==> config.mk <==
export PLATFORM = sky130hd
export DESIGN_NAME = map_table_ctrl_flat
export DESIGN_NICKNAME = d
export VERILOG_FILES = /design/src/rtl/map_table_ctrl_if.sv /design/src/rtl/map_table_ctrl.sv /design/src/flat_wrapper.sv
export SDC_FILE = /design/constraint.sdc
export NUM_CORES = 1
export LEC_CHECK = 0
export ABC_AREA = 1
export BUFFER_PORTS_ARGS = -buffer_cell sky130_fd_sc_hd__buf_4
export CAP_MARGIN = 40
export CORE_ASPECT_RATIO = 1.1
export CORE_MARGIN = 3
export CORE_UTILIZATION = 45
export CTS_CLUSTER_SIZE = 8
export DETAILED_ROUTE_END_ITERATION = 10
export GPL_TIMING_DRIVEN = 0
export PLACE_DENSITY = 0.79
export RECOVER_POWER = 50
export SYNTH_ARGS = -nofsm -noshare
export SYNTH_HDL_FRONTEND = slang
export SYNTH_SLANG_ARGS = --single-unit
==> constraint.sdc <==
create_clock -name clock -period 1.2 [get_ports clock]
set_input_delay 0.12 -clock clock [delete_from_list [all_inputs] [get_ports clock]]
set_output_delay 0.12 -clock clock [all_outputs]
set_load 0.01 [all_outputs]
==> src/rtl/map_table_ctrl_if.sv <==
// Bundle between the rename/dispatch front end and the map-table
// controller: dispatch and retire events in, map-table commands out.
interface map_table_ctrl_if #(
   parameter int REG_SIZE = 32,
   parameter int TAG_W    = 5
);
   localparam int IDX_W = $clog2(REG_SIZE);

   logic [1:0]       disp_valid;
   logic [IDX_W-1:0] disp_rd0;
   logic [IDX_W-1:0] disp_rd1;
   logic [TAG_W-1:0] disp_tag0;
   logic [TAG_W-1:0] disp_tag1;
   logic             retire_valid;
   logic [IDX_W-1:0] retire_rd;
   logic [TAG_W-1:0] retire_tag;
   logic             squash;

   logic [1:0]       mt_we;
   logic [IDX_W-1:0] mt_wr_idx0;
   logic [IDX_W-1:0] mt_wr_idx1;
   logic [TAG_W-1:0] mt_wr_tag0;
   logic [TAG_W-1:0] mt_wr_tag1;
   logic             mt_clr_en;
   logic [IDX_W-1:0] mt_clr_idx;
   logic [TAG_W-1:0] mt_clr_tag;
   logic             mt_flush_en;
   logic [IDX_W-1:0] mt_flush_base;
   logic             dispatch_stall;
   logic             flush_done;

   // Front end / ROB side
   modport master (
      output disp_valid, disp_rd0, disp_rd1, disp_tag0, disp_tag1,
      output retire_valid, retire_rd, retire_tag, squash,
      input  mt_we, mt_wr_idx0, mt_wr_idx1, mt_wr_tag0, mt_wr_tag1,
      input  mt_clr_en, mt_clr_idx, mt_clr_tag,
      input  mt_flush_en, mt_flush_base, dispatch_stall, flush_done
   );

   // Controller side
   modport slave (
      input  disp_valid, disp_rd0, disp_rd1, disp_tag0, disp_tag1,
      input  retire_valid, retire_rd, retire_tag, squash,
      output mt_we, mt_wr_idx0, mt_wr_idx1, mt_wr_tag0, mt_wr_tag1,
      output mt_clr_en, mt_clr_idx, mt_clr_tag,
      output mt_flush_en, mt_flush_base, dispatch_stall, flush_done
   );
endinterface

==> src/rtl/map_table_ctrl.sv <==
// map_table_ctrl: converts dual dispatch, retire and squash events into
// registered map-table write / conditional-clear / chunked-flush commands.
module map_table_ctrl #(
   parameter int REG_SIZE    = 32,
   parameter int TAG_W       = 5,
   parameter int FLUSH_CHUNK = 8
) (
   input  logic            clock,
   input  logic            reset,
   map_table_ctrl_if.slave bus
);
   localparam int IDX_W    = $clog2(REG_SIZE);
   localparam int NCHUNK   = REG_SIZE / FLUSH_CHUNK;
   localparam int CNT_W    = (NCHUNK > 1) ? $clog2(NCHUNK) : 1;
   localparam int CHUNK_SH = $clog2(FLUSH_CHUNK);
   localparam logic [CNT_W-1:0] LAST_CNT = CNT_W'(NCHUNK - 1);

   typedef enum logic [1:0] {
      ST_RUN    = 2'd0,
      ST_FLUSH  = 2'd1,
      ST_RESUME = 2'd2
   } state_t;

   state_t           r_state;
   logic [CNT_W-1:0] r_cnt;
   logic [1:0]       r_we;
   logic [IDX_W-1:0] r_wr_idx0;
   logic [IDX_W-1:0] r_wr_idx1;
   logic [TAG_W-1:0] r_wr_tag0;
   logic [TAG_W-1:0] r_wr_tag1;
   logic             r_clr_en;
   logic [IDX_W-1:0] r_clr_idx;
   logic [TAG_W-1:0] r_clr_tag;
   logic             r_flush_en;
   logic [IDX_W-1:0] r_flush_base;
   logic             r_flush_done;

   logic             w_slot0_ok;
   logic             w_slot1_ok;
   logic             w_same_rd;
   logic             w_we0;
   logic             w_we1;
   logic             w_clr;
   logic [CNT_W-1:0] w_cur_cnt;
   logic             w_last_chunk;
   logic [IDX_W-1:0] w_flush_base;

   // A slot only writes when it is valid and names a real register (r0 is never renamed)
   assign w_slot0_ok = bus.disp_valid[0] && (bus.disp_rd0 != '0);
   assign w_slot1_ok = bus.disp_valid[1] && (bus.disp_rd1 != '0);

   // Slot 1 is younger, so it owns the mapping when both target the same rd
   assign w_same_rd = w_slot0_ok && w_slot1_ok && (bus.disp_rd0 == bus.disp_rd1);
   assign w_we0     = w_slot0_ok && !w_same_rd;
   assign w_we1     = w_slot1_ok;

   // A fresh rename of the retiring rd supersedes its clear
   assign w_clr = bus.retire_valid && (bus.retire_rd != '0)
                  && !(w_we0 && (bus.disp_rd0 == bus.retire_rd))
                  && !(w_we1 && (bus.disp_rd1 == bus.retire_rd));

   // A squash during FLUSH restarts the sweep at chunk 0 in the same cycle
   assign w_cur_cnt    = bus.squash ? '0 : r_cnt;
   assign w_last_chunk = (w_cur_cnt == LAST_CNT);
   assign w_flush_base = IDX_W'(w_cur_cnt) << CHUNK_SH;

   assign bus.dispatch_stall = (r_state != ST_RUN) | bus.squash;

   assign bus.mt_we         = r_we;
   assign bus.mt_wr_idx0    = r_wr_idx0;
   assign bus.mt_wr_idx1    = r_wr_idx1;
   assign bus.mt_wr_tag0    = r_wr_tag0;
   assign bus.mt_wr_tag1    = r_wr_tag1;
   assign bus.mt_clr_en     = r_clr_en;
   assign bus.mt_clr_idx    = r_clr_idx;
   assign bus.mt_clr_tag    = r_clr_tag;
   assign bus.mt_flush_en   = r_flush_en;
   assign bus.mt_flush_base = r_flush_base;
   assign bus.flush_done    = r_flush_done;

   // Control FSM with registered one-cycle command outputs
   always_ff @(posedge clock) begin
      if (reset) begin
         r_state      <= ST_RUN;
         r_cnt        <= '0;
         r_we         <= '0;
         r_wr_idx0    <= '0;
         r_wr_idx1    <= '0;
         r_wr_tag0    <= '0;
         r_wr_tag1    <= '0;
         r_clr_en     <= 1'b0;
         r_clr_idx    <= '0;
         r_clr_tag    <= '0;
         r_flush_en   <= 1'b0;
         r_flush_base <= '0;
         r_flush_done <= 1'b0;
      end else begin
         // Commands are single-cycle; anything not reissued below drops to 0
         r_we         <= '0;
         r_wr_idx0    <= '0;
         r_wr_idx1    <= '0;
         r_wr_tag0    <= '0;
         r_wr_tag1    <= '0;
         r_clr_en     <= 1'b0;
         r_clr_idx    <= '0;
         r_clr_tag    <= '0;
         r_flush_en   <= 1'b0;
         r_flush_base <= '0;
         r_flush_done <= 1'b0;

         case (r_state)
            ST_RUN: begin
               if (bus.squash) begin
                  r_state <= ST_FLUSH;
                  r_cnt   <= '0;
               end else begin
                  r_we <= {w_we1, w_we0};
                  if (w_we0) begin
                     r_wr_idx0 <= bus.disp_rd0;
                     r_wr_tag0 <= bus.disp_tag0;
                  end
                  if (w_we1) begin
                     r_wr_idx1 <= bus.disp_rd1;
                     r_wr_tag1 <= bus.disp_tag1;
                  end
                  if (w_clr) begin
                     r_clr_en  <= 1'b1;
                     r_clr_idx <= bus.retire_rd;
                     r_clr_tag <= bus.retire_tag;
                  end
               end
            end

            ST_FLUSH: begin
               r_flush_en   <= 1'b1;
               r_flush_base <= w_flush_base;
               if (w_last_chunk) begin
                  r_flush_done <= 1'b1;
                  r_state      <= ST_RESUME;
                  r_cnt        <= '0;
               end else begin
                  r_cnt <= w_cur_cnt + CNT_W'(1);
               end
            end

            ST_RESUME: begin
               r_cnt <= '0;
               if (bus.squash) begin
                  r_state <= ST_FLUSH;
               end else begin
                  r_state <= ST_RUN;
               end
            end

            default: begin
               r_state <= ST_RUN;
               r_cnt   <= '0;
            end
         endcase
      end
   end
endmodule

==> src/flat_wrapper.sv <==
// flat-port wrapper written by rule: the top's interface ports become plain ports
module map_table_ctrl_flat 
#(
   parameter int REG_SIZE    = 32,
   parameter int TAG_W       = 5,
   parameter int FLUSH_CHUNK = 8
)
  (clock, reset, bus_disp_valid, bus_disp_rd0, bus_disp_rd1, bus_disp_tag0, bus_disp_tag1, bus_retire_valid, bus_retire_rd, bus_retire_tag, bus_squash, bus_mt_we, bus_mt_wr_idx0, bus_mt_wr_idx1, bus_mt_wr_tag0, bus_mt_wr_tag1, bus_mt_clr_en, bus_mt_clr_idx, bus_mt_clr_tag, bus_mt_flush_en, bus_mt_flush_base, bus_dispatch_stall, bus_flush_done);
  map_table_ctrl_if #(.REG_SIZE(REG_SIZE), .TAG_W(TAG_W)) bus_i ();
  input  logic clock;
  input  logic reset;
  input wire logic [$bits(bus_i.disp_valid)-1:0] bus_disp_valid;
  input wire logic [$bits(bus_i.disp_rd0)-1:0] bus_disp_rd0;
  input wire logic [$bits(bus_i.disp_rd1)-1:0] bus_disp_rd1;
  input wire logic [$bits(bus_i.disp_tag0)-1:0] bus_disp_tag0;
  input wire logic [$bits(bus_i.disp_tag1)-1:0] bus_disp_tag1;
  input wire logic [$bits(bus_i.retire_valid)-1:0] bus_retire_valid;
  input wire logic [$bits(bus_i.retire_rd)-1:0] bus_retire_rd;
  input wire logic [$bits(bus_i.retire_tag)-1:0] bus_retire_tag;
  input wire logic [$bits(bus_i.squash)-1:0] bus_squash;
  output wire logic [$bits(bus_i.mt_we)-1:0] bus_mt_we;
  output wire logic [$bits(bus_i.mt_wr_idx0)-1:0] bus_mt_wr_idx0;
  output wire logic [$bits(bus_i.mt_wr_idx1)-1:0] bus_mt_wr_idx1;
  output wire logic [$bits(bus_i.mt_wr_tag0)-1:0] bus_mt_wr_tag0;
  output wire logic [$bits(bus_i.mt_wr_tag1)-1:0] bus_mt_wr_tag1;
  output wire logic [$bits(bus_i.mt_clr_en)-1:0] bus_mt_clr_en;
  output wire logic [$bits(bus_i.mt_clr_idx)-1:0] bus_mt_clr_idx;
  output wire logic [$bits(bus_i.mt_clr_tag)-1:0] bus_mt_clr_tag;
  output wire logic [$bits(bus_i.mt_flush_en)-1:0] bus_mt_flush_en;
  output wire logic [$bits(bus_i.mt_flush_base)-1:0] bus_mt_flush_base;
  output wire logic [$bits(bus_i.dispatch_stall)-1:0] bus_dispatch_stall;
  output wire logic [$bits(bus_i.flush_done)-1:0] bus_flush_done;
  assign bus_i.disp_valid = bus_disp_valid;
  assign bus_i.disp_rd0 = bus_disp_rd0;
  assign bus_i.disp_rd1 = bus_disp_rd1;
  assign bus_i.disp_tag0 = bus_disp_tag0;
  assign bus_i.disp_tag1 = bus_disp_tag1;
  assign bus_i.retire_valid = bus_retire_valid;
  assign bus_i.retire_rd = bus_retire_rd;
  assign bus_i.retire_tag = bus_retire_tag;
  assign bus_i.squash = bus_squash;
  assign bus_mt_we = bus_i.mt_we;
  assign bus_mt_wr_idx0 = bus_i.mt_wr_idx0;
  assign bus_mt_wr_idx1 = bus_i.mt_wr_idx1;
  assign bus_mt_wr_tag0 = bus_i.mt_wr_tag0;
  assign bus_mt_wr_tag1 = bus_i.mt_wr_tag1;
  assign bus_mt_clr_en = bus_i.mt_clr_en;
  assign bus_mt_clr_idx = bus_i.mt_clr_idx;
  assign bus_mt_clr_tag = bus_i.mt_clr_tag;
  assign bus_mt_flush_en = bus_i.mt_flush_en;
  assign bus_mt_flush_base = bus_i.mt_flush_base;
  assign bus_dispatch_stall = bus_i.dispatch_stall;
  assign bus_flush_done = bus_i.flush_done;
  map_table_ctrl #(.REG_SIZE(REG_SIZE), .TAG_W(TAG_W), .FLUSH_CHUNK(FLUSH_CHUNK)) u_core (.clock(clock), .reset(reset), .bus(bus_i));
endmodule
# ---- Word level (Yosys, flattened, before mapping)
# Index checks and enable logic that the tools add are counted.
dict set report word_totals {
  regBits 44
  input_bits 36
  out_inout_bits 41
  word_cells 63
}
dict set report op_classes {
  n_addsub 1
  eq_ne 8
  n_mux 10
  n_bitwise 6
  n_reduce_logical 24
}
# op n
set op_table {}
lappend op_table {{== test 5 bit} 3}
lappend op_table {{nonzero test 5 bit} 3}
lappend op_table {{OR reduction 4 bit} 3}
lappend op_table {{logical AND 1 bit} 10}
lappend op_table {{two-way mux 2 bit} 4}
lappend op_table {{case mux 2 bit (3 select lines)} 1}
lappend op_table {{inverter 1 bit} 5}
lappend op_table {{== test 2 bit, second input constant} 2}
lappend op_table {{two-way mux 1 bit} 4}
lappend op_table {{case mux 2 bit (2 select lines)} 1}
lappend op_table {{zero test 1 bit} 3}
lappend op_table {{OR reduction 3 bit} 1}
lappend op_table {{adder 2 x 1 -> 2 bit, second input constant} 1}
lappend op_table {{== test 2 x 1 -> 1 bit, second input constant} 1}
lappend op_table {{zero test 2 bit} 1}
lappend op_table {{inequality test 2 x 1 -> 1 bit, second input constant} 1}
lappend op_table {{inequality test 2 bit, second input constant} 1}
lappend op_table {{AND reduction 2 bit} 1}
lappend op_table {{nonzero test 2 bit} 1}
lappend op_table {{OR reduction 2 bit} 1}
lappend op_table {{OR 1 bit} 1}

# ---- Longest topological paths before layout
dict set report depth {
  word_depth 12
  ltp_mapped 10
  mapped_depth_nobuf 9
}

# ---- Worst setup path after synthesis
# OpenSTA, ideal clock, no wires.
dict set report synth_path {
  kind {register to register}
  startpoint {register u_core.r_state[0]}
  endpoint {register u_core.r_clr_idx[1], in the netlist u_core.bus.mt_clr_idx[1]}
  setup_ps 62
  t_arrival_ps 1071
  required_ps 1138
  setup_slack_ps 67
  stages_incl_launch_ff 11
  path_buffers 1
  synth_period_minus_slack_ps 1133
  cell_sequence {dfxtp_1 inv_2 nand2_1 inv_2 nand2_4 nor2_4 nand3_2 a21oi_2 nand2_2 buf_6 nor2_2}
}
dict set report synth_between {
  elab_chain_cells 3
}
# item line
set synth_rtl {}
lappend synth_rtl {{start: declaration} map_table_ctrl.sv:24} ;# state_t r_state;
lappend synth_rtl {{start signal: assignment} map_table_ctrl.sv:84} ;# r_state <= ST_RUN;
lappend synth_rtl {{start signal: assignment} map_table_ctrl.sv:114} ;# r_state <= ST_FLUSH;
lappend synth_rtl {{start signal: assignment} map_table_ctrl.sv:139} ;# r_state <= ST_RESUME;
lappend synth_rtl {{zero test 2 bit} map_table_ctrl.sv:111} ;# case (r_state)
lappend synth_rtl {{inverter 1 bit (no line)} --}
lappend synth_rtl {{OR reduction 4 bit (no line)} --}
lappend synth_rtl {{end signal: assignment} map_table_ctrl.sv:128} ;# r_clr_idx <= bus.retire_rd;
lappend synth_rtl {{end: declaration} map_table_ctrl.sv:32} ;# logic [IDX_W-1:0] r_clr_idx;
# No other way between the ends.
# A chain may end at the register's enable or synchronous reset.

# ---- Worst setup path in the final report
dict set report layout_path {
  startpoint {register u_core.r_state[0]}
  endpoint {register u_core.r_clr_idx[3], in the netlist u_core.bus.mt_clr_idx[3]}
}
# Same word-level chain as after synthesis.

==> insert_results.sql <==
INSERT INTO impl_metrics (metric_group, metric, value, unit) VALUES
('outcome', 'outcome', 'complete, but fails checks', ''),
('outcome', 'violations', 'negative setup slack', ''),
('yosys', 'synthesis.yosys.warnings', '0', ''),
('min_path', 'min_delay_worst_endpoint', 'u_core.bus.mt_clr_tag[0]', ''),
('route', 'detailroute.via_count', '1414', ''),
('sta', 'fmax', '814', 'MHz'),
('placed_design', 'routabilityCongestion', '0.826', ''),
('sta', 'finalClockSkew', '0.00982', 'ns'),
('placed_design', 'detailed_place_hpwl', '2.63', 'mm'),
('cells_and_area', 'flow.area_growth_from_synthesis', '46.8', '%'),
('yosys', 'post-synth-top-area-fraction', '0.527', ''),
('yosys', 'yosys.cell_types.count', '24', ''),
('critical_path', 'required', '1.48', 'ns'),
('yosys', 'synth.largest_area_cell', 'sky130_fd_sc_hd__dfxtp_1', ''),
('global_route', 'vias_in_the_first_global_route', '1358', ''),
('die', 'io_pins', '77', ''),
('cells_and_area', 'layout_commonest_cell', 'sky130_fd_sc_hd__buf_4', ''),
('global_route', 'grt_first_pass_wirelength', '5.55', 'mm'),
('sta', 'rsz0062_at_grt', 'true', ''),
('yosys', 'syn_area_per_cell', '8.24', 'um2'),
('route', 'first_iter_violations', '104', ''),
('critical_path', 'critical_path_class', 'flop to flop', ''),
('global_route', 'antenna_violations_before_repair', '0', ''),
('critical_path', 'reg2reg_slack', '-0.03', 'ns'),
('cells_and_area', 'layout.filler_cells', '279', ''),
('clock_network', 'ctsHtreeMaxLevel', '2', ''),
('sta', 'period_share', '1.02', ''),
('pwr', 'pwr_density_cell', '1090', 'nW/um2'),
('pwr', 'p_int', '1890', 'uW'),
('yosys', 'number_of_standard_cells_after_synthesis', '189', ''),
('cells_and_area', 'postLayoutCellArea', '2290', 'um2'),
('cells_and_area', 'finish.cell_count_without_fillers', '334', ''),
('yosys', 'synth.yosys.seq_area_share', '0.527', ''),
('route', 'drt_pass1_iterations', '4', ''),
('min_path', 'hold_class', 'input pin to flop', ''),
('route', 'routedWlPerCell', '10.6', 'um'),
('global_route', 'globalRoute.totalOverflow', '0', ''),
('cells_and_area', 'finalCoreUtilization', '0.719', ''),
('clock_network', 'cts_buffers', '5', ''),
('clock_network', 'clkTransAtPathRegs', '0.11', 'ns'),
('clock_network', 'cts_tree', 'built', ''),
('run', 'maxCapViolCount', '0', ''),
('critical_path', 'worst_r2r_endpoint', 'u_core.bus.mt_clr_idx[3]', ''),
('placed_design', 'dpl-instance-area', '2170', 'um2'),
('die', 'die_y', '67.7', 'um'),
('yosys', 'synth.top_cells.by_area', 'sky130_fd_sc_hd__dfxtp_1 53%, sky130_fd_sc_hd__inv_1 9.6%, sky130_fd_sc_hd__nor2_1 7.7%', ''),
('clock_network', 'clock_tree.root_cell', 'sky130_fd_sc_hd__clkbuf_4', ''),
('pwr', 'clockPowerShare', '0.265', ''),
('critical_path', 'timing.critical_path.from', 'u_core.r_state[0]', ''),
('die', 'starting_density', '0.490', ''),
('yosys', 'yosys_register_bits', '41', ''),
('global_route', 'grt_start_max_net_pins', '12', ''),
('yosys', 'synth.cell_area', '1560', 'um2'),
('cells_and_area', 'drive_gt1_frac', '0.281', ''),
('pwr', 'p_comb_frac', '0.169', ''),
('sta', 'setup_violating_endpoint_count_in_the_final_report', '9', ''),
('clock_network', 'clock_sink_count', '41', ''),
('sta', 'post-route-min-period', '1.23', 'ns'),
('cells_and_area', 'layout.cells.most_common_list', '46 x sky130_fd_sc_hd__buf_4, 40 x sky130_fd_sc_hd__dfxtp_1, 39 x sky130_fd_sc_hd__inv_1, 33 x sky130_fd_sc_hd__clkbuf_1, 31 x sky130_fd_sc_hd__nor2_1', ''),
('cells_and_area', 'finish.net_count', '325', ''),
('critical_path', 'worstSetupEndpointType', 'flop', ''),
('pwr', 'vdd_ir_drop_max', '0.766', 'mV'),
('pwr', 'seqPwrFrac', '0.566', ''),
('min_path', 'hold-path-cell-count', '3', ''),
('sta', 'postLayoutSetupSlackWorst', '-0.0278', 'ns'),
('sta', 'max_slew_violation_count', '0', ''),
('route', 'routed_wl', '3.53', 'mm'),
('critical_path', 'worst_r2r_path_depth', '10', ''),
('pwr', 'sw_frac', '0.242', ''),
('die', 'chipWidth', '62.1', 'um'),
('die', 'placement_rows', '21', '');
## worst max-delay path: stages (launching register included)
cell and delay (ns):
sky130_fd_sc_hd__dfxtp_2 0.34, sky130_fd_sc_hd__inv_2 0.05, sky130_fd_sc_hd__nand2_2 0.05, sky130_fd_sc_hd__inv_2 0.07, sky130_fd_sc_hd__nand2_4 0.05, sky130_fd_sc_hd__nor2_4 0.12
sky130_fd_sc_hd__nand3_2 0.08, sky130_fd_sc_hd__a21oi_2 0.12, sky130_fd_sc_hd__nand2_2 0.08, sky130_fd_sc_hd__buf_8 0.15, sky130_fd_sc_hd__nor2_2 0.08
## sequential cells by signal, summed over array words and instances, names as in the netlist
signal                    count
u_core.bus.flush_done         1
u_core.bus.mt_clr_en          1
u_core.bus.mt_clr_idx         5
u_core.bus.mt_clr_tag         5
u_core.bus.mt_flush_base      2
u_core.bus.mt_flush_en        1
u_core.bus.mt_we              2
u_core.bus.mt_wr_idx0         5
u_core.bus.mt_wr_idx1         5
u_core.bus.mt_wr_tag0         5
u_core.bus.mt_wr_tag1         5
u_core.r_cnt                  2
u_core.r_state                2
## Yosys cell counts
cell / number
sky130_fd_sc_hd__a21oi_1: 3
sky130_fd_sc_hd__a21oi_2: 1
sky130_fd_sc_hd__buf_4: 4
sky130_fd_sc_hd__buf_6: 1
sky130_fd_sc_hd__conb_1: 1
sky130_fd_sc_hd__dfxtp_1: 41
sky130_fd_sc_hd__ha_1: 1
sky130_fd_sc_hd__inv_1: 40
sky130_fd_sc_hd__inv_2: 5
sky130_fd_sc_hd__nand2_1: 24
sky130_fd_sc_hd__nand2_2: 2
sky130_fd_sc_hd__nand2_4: 1
sky130_fd_sc_hd__nand3_1: 3
sky130_fd_sc_hd__nand3_2: 3
sky130_fd_sc_hd__nand3b_1: 1
sky130_fd_sc_hd__nand4_1: 3
sky130_fd_sc_hd__nor2_1: 32
sky130_fd_sc_hd__nor2_2: 8
sky130_fd_sc_hd__nor2_4: 3
sky130_fd_sc_hd__nor3_1: 1
sky130_fd_sc_hd__o21ai_0: 1
sky130_fd_sc_hd__o32ai_1: 1
sky130_fd_sc_hd__xnor2_1: 5
sky130_fd_sc_hd__xor2_1: 4
## power groups by stage
stage | sequential [uW] | combinational (uW) | clock [uW]
after CTS | 1410 | 431 | 695
after global routing | 1420 | 467 | 756
after global placement | 1440 | 378 | 0
final | 1410 | 420 | 661
after detailed placement | 1440 | 386 | 0
after floorplan | 1460 | 171 | 0
## what timing repair did
action,CTS,global route
endpoints found under the setup margin,11,28
pin swaps,1,1
hold endpoints to repair,17,0
setup buffers,1,1
hold buffers,15,0
gates resized for setup,2,5
## stage by stage
step | total power (uW) | setup slack, ns | setup TNS [ns]
6_report | 2490 | -0.0278 | -0.122
5_1_grt | 2640 | -0.121 | -1.05
4_1_cts | 2540 | -0.0682 | -0.522
3_5_place_dp | 1830 | -0.0458 | -0.314
3_3_place_gp | 1820 | -0.0184 | -0.126
2_1_floorplan | 1630 | 0.0674 | 0
## cells by family (layout without fill, tap and decap cells)
family | count (synthesis) | in the layout | share of synthesized area
other cells | 1 | 3 | 0.00241
buf+inv | 50 | 147 | 0.135
fa+ha+maj | 1 | 1 | 0.00803
simple gates | 81 | 81 | 0.253
flops | 41 | 41 | 0.527
xor+xnor | 9 | 9 | 0.0506
compound gates | 6 | 6 | 0.0241
## area by class of cell
class | count | area (um2) | share of cell area
Timing Repair Buffer | 90 | 593 | 0.259
Multi-Input combinational cell | 100 | 539 | 0.236
Buffer | 5 | 48.8 | 0.0213
Inverter | 45 | 171 | 0.0749
Clock buffer | 7 | 55.1 | 0.0241
Tap cell | 46 | 57.6 | 0.0252
Sequential cell | 41 | 822 | 0.359
## worst max-delay path by stage
stage                                          end  slack (ns)
after floorplan           u_core.bus.mt_clr_idx[1]        0.07
after global placement    u_core.bus.mt_clr_idx[0]       -0.02
after detailed placement  u_core.bus.mt_clr_idx[3]       -0.05
after CTS                 u_core.bus.mt_clr_idx[3]       -0.07
after global routing      u_core.bus.mt_clr_tag[1]       -0.12
final                     u_core.bus.mt_clr_idx[3]       -0.03
## metal layers
| layer | up-vias | track usage | share of wire | wire (um) |
|---|---|---|---|---|
| met2 | 61 | 0.308 | 0.47 | 1670 |
| met1 | 606 | 0.198 | 0.39 | 1370 |
| met5 | - | 0 | 0 | 0 |
| met4 | 0 | 0.0637 | 0.013 | 46 |
| met3 | 5 | 0.0765 | 0.13 | 447 |
| li1 | 742 | - | - | - |
Power figures use the tool's default switching activity.
